**config.mk**
```make
export PLATFORM = sky130hd
export DESIGN_NAME = mem_access
export DESIGN_NICKNAME = d
export VERILOG_FILES = /design/src/rtl/mem_access.sv
export SDC_FILE = /design/constraint.sdc
export NUM_CORES = 1
export LEC_CHECK = 0
export BUFFER_PORTS_ARGS = -buffer_cell sky130_fd_sc_hd__buf_4
export CAP_MARGIN = 40
export CELL_PAD_IN_SITES_DETAIL_PLACEMENT = 1
export CELL_PAD_IN_SITES_GLOBAL_PLACEMENT = 2
export CORE_AREA = 2 2 102 104
export DETAILED_ROUTE_END_ITERATION = 16
export DIE_AREA = 0 0 104 106
export PLACE_DENSITY_LB_ADDON = 0.1
export SLEW_MARGIN = 5
export SYNTH_ARGS = -nofsm -noshare
export SYNTH_HDL_FRONTEND = slang
export SYNTH_SLANG_ARGS = --single-unit
```
**constraint.sdc**
```tcl
create_clock -name clk -period 3.1 [get_ports clk]
set_input_delay 0.155 -clock clk [delete_from_list [all_inputs] [get_ports clk]]
set_output_delay 0.155 -clock clk [all_outputs]
set_load 0.05 [all_outputs]
```
**src/rtl/mem_access.sv**
```systemverilog
// LC3 memory-access stage: issues data-memory requests for loads, stores and
// LDI/STI pointer indirection, returns load data and a one-cycle completion pulse.
// Latency: request registered 1 cycle after IDLE samples mem_state; completion
// pulse 1 cycle after dmem_ack.
// Backpressure: the request is held stable until dmem_ack; the controller waits
// for complete_data.
//
// Ports:
//   clk, rst                  clock, synchronous active-high reset
//   mem_state                 0=read, 1=indirect pointer read, 2=write, 3=idle
//   M_Addr, M_Data            effective address / store data from execute
//   DMem_dout, dmem_ack       memory read data and request acknowledge
//   dmem_req, dmem_we         request valid, 1=write
//   DMem_addr, DMem_din       request address, write data
//   memout                    last load result to writeback
//   complete_data             one-cycle pulse at the end of each access
//   mem_err                   sticky timeout flag
//
// Optional build macro MEM_TIMEOUT_EN: abort an access after TIMEOUT cycles
// without dmem_ack, flagging mem_err. Without it the stage waits indefinitely.
module mem_access #(
    parameter int ADDR_W  = 16,
    parameter int DATA_W  = 16,
    parameter int TIMEOUT = 15
) (
    input  logic              clk,
    input  logic              rst,
    input  logic [1:0]        mem_state,
    input  logic [ADDR_W-1:0] M_Addr,
    input  logic [DATA_W-1:0] M_Data,
    input  logic [DATA_W-1:0] DMem_dout,
    input  logic              dmem_ack,
    output logic              dmem_req,
    output logic              dmem_we,
    output logic [ADDR_W-1:0] DMem_addr,
    output logic [DATA_W-1:0] DMem_din,
    output logic [DATA_W-1:0] memout,
    output logic              complete_data,
    output logic              mem_err
);

    typedef enum logic [2:0] {
        S_IDLE,
        S_IND,
        S_RD,
        S_WR,
        S_DONE
    } state_t;

    state_t            state;
    logic [ADDR_W-1:0] ptr;
    logic              ptr_valid;

`ifdef MEM_TIMEOUT_EN
    localparam int CNT_W = $clog2(TIMEOUT + 1);

    logic [CNT_W-1:0] wait_cnt;
    logic             err_q;

    assign mem_err = err_q;
`else
    // No watchdog in this build: the flag can never be raised.
    assign mem_err = (TIMEOUT < 0);
`endif

    always_ff @(posedge clk) begin
        if (rst) begin
            state         <= S_IDLE;
            dmem_req      <= 1'b0;
            dmem_we       <= 1'b0;
            DMem_addr     <= '0;
            DMem_din      <= '0;
            memout        <= '0;
            complete_data <= 1'b0;
            ptr           <= '0;
            ptr_valid     <= 1'b0;
`ifdef MEM_TIMEOUT_EN
            wait_cnt      <= '0;
            err_q         <= 1'b0;
`endif
        end else begin
            complete_data <= 1'b0;
            case (state)
                S_IDLE: begin
`ifdef MEM_TIMEOUT_EN
                    wait_cnt <= '0;
`endif
                    case (mem_state)
                        2'd0: begin
                            state     <= S_RD;
                            dmem_req  <= 1'b1;
                            dmem_we   <= 1'b0;
                            // Second half of LDI targets the fetched pointer.
                            DMem_addr <= ptr_valid ? ptr : M_Addr;
                            ptr_valid <= 1'b0;
                        end
                        2'd1: begin
                            state     <= S_IND;
                            dmem_req  <= 1'b1;
                            dmem_we   <= 1'b0;
                            DMem_addr <= M_Addr;
                            // A stale pointer must not survive a new indirection,
                            // in case this one never completes.
                            ptr_valid <= 1'b0;
                        end
                        2'd2: begin
                            state     <= S_WR;
                            dmem_req  <= 1'b1;
                            dmem_we   <= 1'b1;
                            DMem_addr <= ptr_valid ? ptr : M_Addr;
                            DMem_din  <= M_Data;
                            ptr_valid <= 1'b0;
                        end
                        default: begin
                            ptr_valid <= 1'b0;
                        end
                    endcase
                end

                S_IND, S_RD, S_WR: begin
                    // An ack on the same edge as the timeout wins.
                    if (dmem_ack) begin
                        dmem_req      <= 1'b0;
                        complete_data <= 1'b1;
                        state         <= S_DONE;
                        if (state == S_IND) begin
                            ptr       <= DMem_dout[ADDR_W-1:0];
                            ptr_valid <= 1'b1;
                        end else if (state == S_RD) begin
                            memout <= DMem_dout;
                        end
                    end
`ifdef MEM_TIMEOUT_EN
                    else if (wait_cnt == CNT_W'(TIMEOUT - 1)) begin
                        dmem_req      <= 1'b0;
                        complete_data <= 1'b1;
                        state         <= S_DONE;
                        err_q         <= 1'b1;
                        if (state == S_RD) begin
                            memout <= '0;
                        end
                    end else begin
                        wait_cnt <= wait_cnt + 1'b1;
                    end
`endif
                end

                // mem_state is not sampled here so the controller has a cycle
                // to advance it after seeing complete_data.
                S_DONE: begin
                    state <= S_IDLE;
                end

                default: begin
                    state <= S_IDLE;
                end
            endcase
        end
    end

endmodule

```
======== Yosys cells after proc, flatten, opt, wreduce, memory -nomap -nowiden ========
Cells that the tools add are included.
Widths: inputs -> output; s select.
storage, ports and cells
  register bits ........................... 71
  latch bits .............................. 0
  memory bits (writable) .................. 0
  ROM bits ................................ 0
  bits of input ports ..................... 53
  output and inout bits ................... 52
  word-level logic and storage cells ...... 51
  memories ................................ 0
operators by class
  $add $sub $neg .......................... 0
  $mul .................................... 0
  divide/modulo/power cells ............... 0
  $lt $le $gt $ge ......................... 0
  equality and inequality tests ........... 9
  shift-type cells ........................ 0
  muxes and demuxes ....................... 13
  bitwise logic cells ..................... 2
  reduce and logical (&&, ||, !) cells .... 18
operators with widths
  cell                count
  $pmux 16 s2         1
  $mux 16             1
  $pmux 3 s3          1
  $reduce_and 3->1    3
  $reduce_and 2->1    4
  $eq 3x2->1 const B  2
  $ne 2x2->1 const B  3
  $pmux 1 s2          3
  $pmux 3 s2          1
  $reduce_bool 2->1   3
  $reduce_or 2->1     3
  $reduce_or 3->1     2
  $mux 1              5
  $ne 4x1->1 const B  1
  $reduce_and 4->1    1
  $eq 3x1->1 const B  1
  $logic_not 3->1     1
  $mux 3              1
  $eq 2x1->1 const B  1
  $eq 2x2->1 const B  1
  $logic_not 2->1     1
  $not 1->1           2

======== Depth between registers and ports, before layout ========
Gate-level depths: netlist of run 1.
  depth after elaboration ................. 4
  gate-level depth with buffers ........... 7
  mapped depth without buffers ............ 5

======== Worst setup path before layout of run 1 ========
No wires, ideal clock.
  path type ............................... register to register
  start point ............................. reg state[0]
  end point ............................... reg DMem_din[10]
  library setup time ...................... 0.132 ns
  data arrival time ....................... 1.299 ns
  required time ........................... 2.968 ns
  slack ................................... 1.669 ns
  stages on the path, launching flop included .. 7
  buffers on the path ..................... 3
  clock period less this slack ............ 1.431 ns
  cells stage by stage .................... dfxtp_1 buf_6 or4b_1 buf_2 buf_6 nand2_1 a21oi_1
on the way
  longest elaborated chain between the ends .. 2
RTL lines
  element                     RTL line  source
  start: declaration          50        state_t state;
  start signal: assignment    68        state <= S_IDLE;
  start signal: assignment    90        state <= S_RD;
  start signal: assignment    98        state <= S_IND;
  $logic_not 3->1             83        case (state)
  $reduce_and 2->1 (no line)  --
  end signal: assignment      111       DMem_din <= M_Data;
  end: declaration            36        output logic [DATA_W-1:0] DMem_din,
Every way passes these cells.
A chain may end at the register's enable or synchronous reset.

======== Worst setup path in the final report of run 1 ========
  start point ............................. reg state[1]
  end point ............................... reg memout[13]
on the way
  longest elaborated chain between the ends .. 3
  elaborated cells on any way between the ends .. 6
  those cells by class .................... 3 x eq/ne; 1 x bitwise; 2 x reduce/logical
RTL lines
  element                                       RTL line  source
  $eq 3x1->1, or another cell as far along      83, 126
  $reduce_or 3->1 or $not 1->1 (tied branches)  --
  $reduce_and 4->1 (no line) (*)                --
  end signal: assignment                        130       memout <= DMem_dout;
  end: declaration                              37        output logic [DATA_W-1:0] memout,
Mark *: on every way between the ends. The rest lies on a longest branch, timed or not.

==> results.ini, run 1 <==
[yosys]
synth_area_um2 = 2930
synth_top_cell_area_share = 0.485
yosysUniqueCellTypes = 30
ys_seq_area_frac = 0.485
synth_nets = 387
synth_seq_cells = 71
syn_inst = 329
synth_area_leader_cell = dfxtp_1
synth_warnings = 0
avgSynthCellArea_um2 = 8.90
synth_area_leaders = dfxtp_1 (49%), nand2_1 (12%), a21oi_1 (8.4%)

[setup_path]
worstSetupStartpointType = flop
worstSetupEndpointType = flop
crit_arrival_ns = 1.97
path_cells = nand4bb_1 -> nand2_1 -> a21oi_1
cp_max_fo = 16
r2r-start = state[1]
worst_r2r_path_depth = 3
rrSetupSlack_ns = 1.30
rr_endpoint = memout[13]
slowest_stage = nand4bb_1
max_stage_delay_ns = 0.66
critPathKind = reg -> reg
critPathRequiredTime_ns = 3.28

[floorplan]
die_w_um = 104
die_height_um = 106
core-area_um2 = 10000
fp-row-count = 37
die-area_um2 = 11000
initial_core_util = 0.293
io-pin-count = 105

[global_route]
grt_usage = 0.144
grt_overflow_total = 0
grt_pass1_wl_um = 12800
grt_max_degree = 73
antenna_found_initial = 0
grt_pass1_vias = 2447

[final_layout]
mostFrequentLayoutCell = buf_4
area_growth_pct = 33.2
n_antenna_cell = 0
final_nets = 477
drive_above_1_share = 0.336
fin_area_um2 = 3900
layout_common_cells = buf_4 (105), nand2_1 (97), dfxtp_1 (71), a21oi_1 (49), nor2_1 (19)

[clock_tree]
hold_buffers = 0
cts-root-buf = clkbuf_8
cts_made_buffers = 9
htreeDepth = 3
cts_tree = done
cts_resized = 0
cts_sinks = 71
path_clk_slew_ns = 0.08
cts_buffer_depth = 2
post_cts_buffers = 0
worst_skew_pair.late_latency_ns = 0.33

[route]
vias = 2502
vias_per_cell = 4.48
drc = 0
routedWlPerCell_um = 14.1
ant_nets = 0
drt-pass1-iter-count = 4
wl_um = 7890
drtIter0Drc = 59

[timing]
fin_skew_ns = 0.00849
setup_tns_ns = 0
grt_setup_unrepaired = false
hold_viol = 0
fin_crit_ns = 1.80
worst_slew_pin_slew_ns = 0.862
slew_violations = 0
finalSetupViolations = 0
relSlewSlack = 0.425
clock.fmax_mhz = 557
period_share = 0.579

[placed_design]
gp_congestion = 0.747
place_area_um2 = 3740
port_buffers = 103
place_hpwl_um = 5660

[job]
maxCapViolations = 0

[worst_hold_path]
hold_class = in -> reg
worstHoldStart = M_Data[5]
hold_end = DMem_din[5]
whs_path_depth = 3

[power_and_ir_drop]
powerDensity_nw_per_um2 = 761
total_leakage_power_uw = 0.00168
p_total_uw = 2970
ir_drop_mv = 0.252

[outcome]
status = completed

==> cells by family after synthesis <==
family	after synthesis	synth area share
buffers and inverters	30	0.0607
other	1	0.00128
flip-flops	71	0.485
AO/OA/AOI/OAI	70	0.165
adder cells (fa/ha/maj)	5	0.0214
multiplexers	18	0.0615
AND/OR/NAND/NOR	134	0.205
==> through the flow <==
step / hold WS, ns / setup slack [ns] / util / instances
3_3_place_gp: 0.402 / 1.23 / 0.373 / 543
6_report: 0.0667 / 1.30 / 0.390 / 559
2_1_floorplan: 0.291 / 1.67 / - / 329
4_1_cts: 0.0490 / 1.25 / 0.390 / 559
3_5_place_dp: 0.411 / 1.23 / 0.374 / 544
5_1_grt: 0.0615 / 1.03 / 0.390 / 559
==> cell usage after synthesis (all sizes together) <==
master and instances:
a211oi 16, a21oi 49, a221oi 1, and4bb 1, buf 15, clkbuf 12, conb 1, dfxtp 71
ha 5, inv 3, mux2i 18, nand2 97, nand2b 3, nand3b 1, nand4bb 2, nor2 19
nor3 5, nor4 1, nor4b 1, nor4bb 1, o21ai 2, o21ba 1, o2bb2ai 1, or2 2
or4b 1
==> per-layer routing <==
metal | routed length [um] | GRT usage | vias to the layer above
li1 | - | - | 1273
met1 | 3810 | 0.200 | 1149
met2 | 3460 | 0.211 | 72
met3 | 521 | 0.0441 | 8
met4 | 89 | 0.0521 | 0
met5 | 0 | 0 | -
==> how the worst max path moves through the flow <==
stage / slack, ns / start / depth (start not counted) / end
finish: 1.30 / state[1] / 3 / memout[13]
global route: 1.03 / state[1] / 3 / memout[14]
CTS: 1.25 / state[1] / 3 / memout[0]
detailed placement: 1.23 / mem_state[0] / 6 / DMem_din[8]
global placement: 1.23 / mem_state[0] / 6 / DMem_din[13]
floorplan: 1.67 / state[0] / 6 / DMem_din[10]
==> layout make-up <==
| type | instances | area (um2) |
|---|---|---|
| multi-input combinational | 228 | 1340 |
| timing repair buffer | 106 | 800 |
| inverter | 3 | 11.3 |
| clock buffer | 11 | 141 |
| tap | 136 | 170 |
| clock inverter | 4 | 22.5 |
| sequential | 71 | 1420 |
| fill | 1240 | 6100 |
==> critical path: cells and delay by family, from the launching register on <==
| kind | cells | cell delay [ns] |
|---|---|---|
| compound gates | 1 | 0.09 |
| flops | 1 | 0.63 |
| simple gates | 2 | 0.91 |
==> power by group <==
group | internal [uW] | switching (uW) | total, uW
Sequential | 1060 | 111 | 1170
Clock | 304 | 331 | 635
Combinational | 387 | 779 | 1170
Total | 1750 | 1220 | 2970
==> flip-flops by register name (all words and copies together) (netlist names) <==
register and flops:
DMem_din 16, state 3, complete_data 1, ptr_valid 1, ptr 16, dmem_req 1, DMem_addr 16, dmem_we 1
memout 16
(Power assumes the default switching activity.)
==> run 2, diff against run 1 <==
CORE_AREA = 2 2 112 114   (was 2 2 102 104)
DIE_AREA = 0 0 114 116   (was 0 0 104 106)
clock period = 1.6 ns   (was 3.1 ns; I/O delays follow)
==> results.ini, run 2 (synthesized netlist as in run 1, its figures left out) <==
[outcome]
status = completed

[clock_tree]
path_clk_slew_ns = 0.05  ; -0.03 ns
cts_resized = 0  ; unchanged
cts_made_buffers = 9  ; unchanged
cts_sinks = 71  ; unchanged
cts-root-buf = clkbuf_16
worst_skew_pair.late_latency_ns = 0.33  ; about the same
htreeDepth = 3  ; unchanged
cts_tree = done
cts_buffer_depth = 2  ; unchanged

[setup_path]
worstSetupStartpointType = flop
critPathRequiredTime_ns = 1.81  ; -1.47 ns
crit_arrival_ns = 1.66  ; -0.31 ns
critPathKind = reg -> reg
worstSetupEndpointType = flop
cp_max_fo = 16  ; unchanged

[power_and_ir_drop]
total_leakage_power_uw = 0.00190  ; +13%
pwr-share-seq = 0.338  ; -0.056
p_clk_frac = 0.293  ; +0.079
pwr-share-comb = 0.369  ; -0.024
switchingPower_uw = 2480  ; +100%
powerDensity_nw_per_um2 = 1530  ; +100%
p_int_uw = 4190  ; +140%
p_sw_frac = 0.372  ; -0.0390
ir_drop_mv = 0.491  ; +95%

[floorplan]
die-area_um2 = 13200  ; +20%
die_height_um = 116  ; +9.4%
io-pin-count = 105  ; unchanged
initial_core_util = 0.246  ; -0.0470
core-area_um2 = 11900  ; +19%
fp-row-count = 40  ; +8.1%
die_w_um = 114  ; +9.6%

[route]
drc = 0  ; unchanged
vias = 2612  ; +4.4%
routedWlPerCell_um = 14.4  ; +2.4%
drt-pass1-iter-count = 4  ; unchanged
drtIter0Drc = 87  ; +47%
vias_per_cell = 4.35  ; -2.9%
ant_nets = 0  ; unchanged
wl_um = 8680  ; +10%

[timing]
hold_viol = 0  ; unchanged
period_share = 0.904  ; +0.325
grt_setup_unrepaired = false
finalSetupViolations = 0  ; unchanged
slew_violations = 0  ; unchanged
fin_crit_ns = 1.45  ; -0.350 ns
setup_tns_ns = 0  ; unchanged
clock.fmax_mhz = 692  ; +24%
fin_ws_ns = 0.154  ; -1.15 ns
fin_skew_ns = 0.00286  ; -0.00563 ns

[placed_design]
place_hpwl_um = 6410  ; +13%
place_area_um2 = 3910  ; +4.6%
pre_cts_ws_ns = 0.142  ; -1.09 ns
dp.cells = 568  ; +4.4%
port_buffers = 103  ; unchanged
gp_congestion = 0.690  ; -7.7%

[final_layout]
mostFrequentLayoutCell = buf_4
n_antenna_cell = 0  ; unchanged
fin_area_um2 = 4370  ; +12%
final_util = 0.367  ; -0.0234
final_nets = 507  ; +6.3%
drive_above_1_share = 0.341  ; +0.00571
layout_common_cells = buf_4 (114), nand2_1 (97), dfxtp_1 (71), a21oi_1 (49), nor2_1 (19)
final_cells = 601  ; +7.5%
area_growth_pct = 49.2

[global_route]
grt_max_degree = 34  ; -53%
antenna_found_initial = 0  ; unchanged
grt_pass1_wl_um = 14000  ; +9.6%
grt_pass1_vias = 2717  ; +11%
grt_usage = 0.137  ; -0.00757
grt_overflow_total = 0  ; unchanged

[worst_hold_path]
hold_class = in -> reg

[job]
maxCapViolations = 0  ; unchanged

## run 2: cell count changes in the layout (fill, tap and decap cells not counted), sizes merged
| cell | delta |
|---|---|
| dlygate4sd3 | +17 |
| clkbuf | +1 |
| buf | +13 |
| bufinv | +1 |
| clkinvlp | -1 |
## run 2: final cells by class
cell class / instances / area, um2
well taps: 147 / 184
clock buffers: 12 / 246
multi-input cells: 228 / 1340
inverters: 3 / 11.3
flip-flops and latches: 71 / 1420
repair buffers: 136 / 1130
fillers: 1404 / 7540
clock inverters: 4 / 45.0
## run 2: per-layer routing
| metal | global-route usage | wire (um) | vias to the layer above |
|---|---|---|---|
| met5 | 0 | 0 | - |
| met4 | 0.0610 | 149 | 0 |
| met3 | 0.0460 | 619 | 12 |
| met2 | 0.199 | 3710 | 72 |
| met1 | 0.184 | 4200 | 1192 |
| li1 | - | - | 1336 |
## run 2: power by group through the flow
| stage | Combinational (uW) | Sequential [uW] | Clock, uW |
|---|---|---|---|
| 2_1_floorplan | 1010 | 2990 | 0 |
| 3_3_place_gp | 2440 | 2290 | 0 |
| 3_5_place_dp | 2470 | 2300 | 0 |
| 4_1_cts | 2500 | 2260 | 2040 |
| 5_1_grt | 2660 | 2290 | 2120 |
| 6_report | 2460 | 2250 | 1960 |
## run 2: worst max-delay path: stages, from the launching register on
cell and delay [ns]:
dfxtp_1 0.40, or4b_1 0.56, buf_4 0.22, nand2_1 0.08, a21oi_1 0.06
## run 2: timing repair
action                    4_1_cts  5_1_grt
hold endpoints to repair       17        0
setup buffers                   0        0
hold buffers                   17        0
## run 2: final timing paths
kind                                 from      endpoint  slack (ns)  cells past startpoint
worst max register to register   state[0]  DMem_din[10]        0.15                      4
worst min register to register     ptr[1]        ptr[1]        0.45                      2
worst min-delay path            M_Data[0]   DMem_din[0]        0.01                      3
worst max-delay path             state[0]  DMem_din[10]        0.15                      4
## run 2: metrics by stage
stage	hold slack, ns	power, uW
floorplan	0.216	4010
global placement	0.327	4730
detailed placement	0.341	4760
CTS	0.00203	6810
global route	0.0177	7070
finish	0.0122	6670
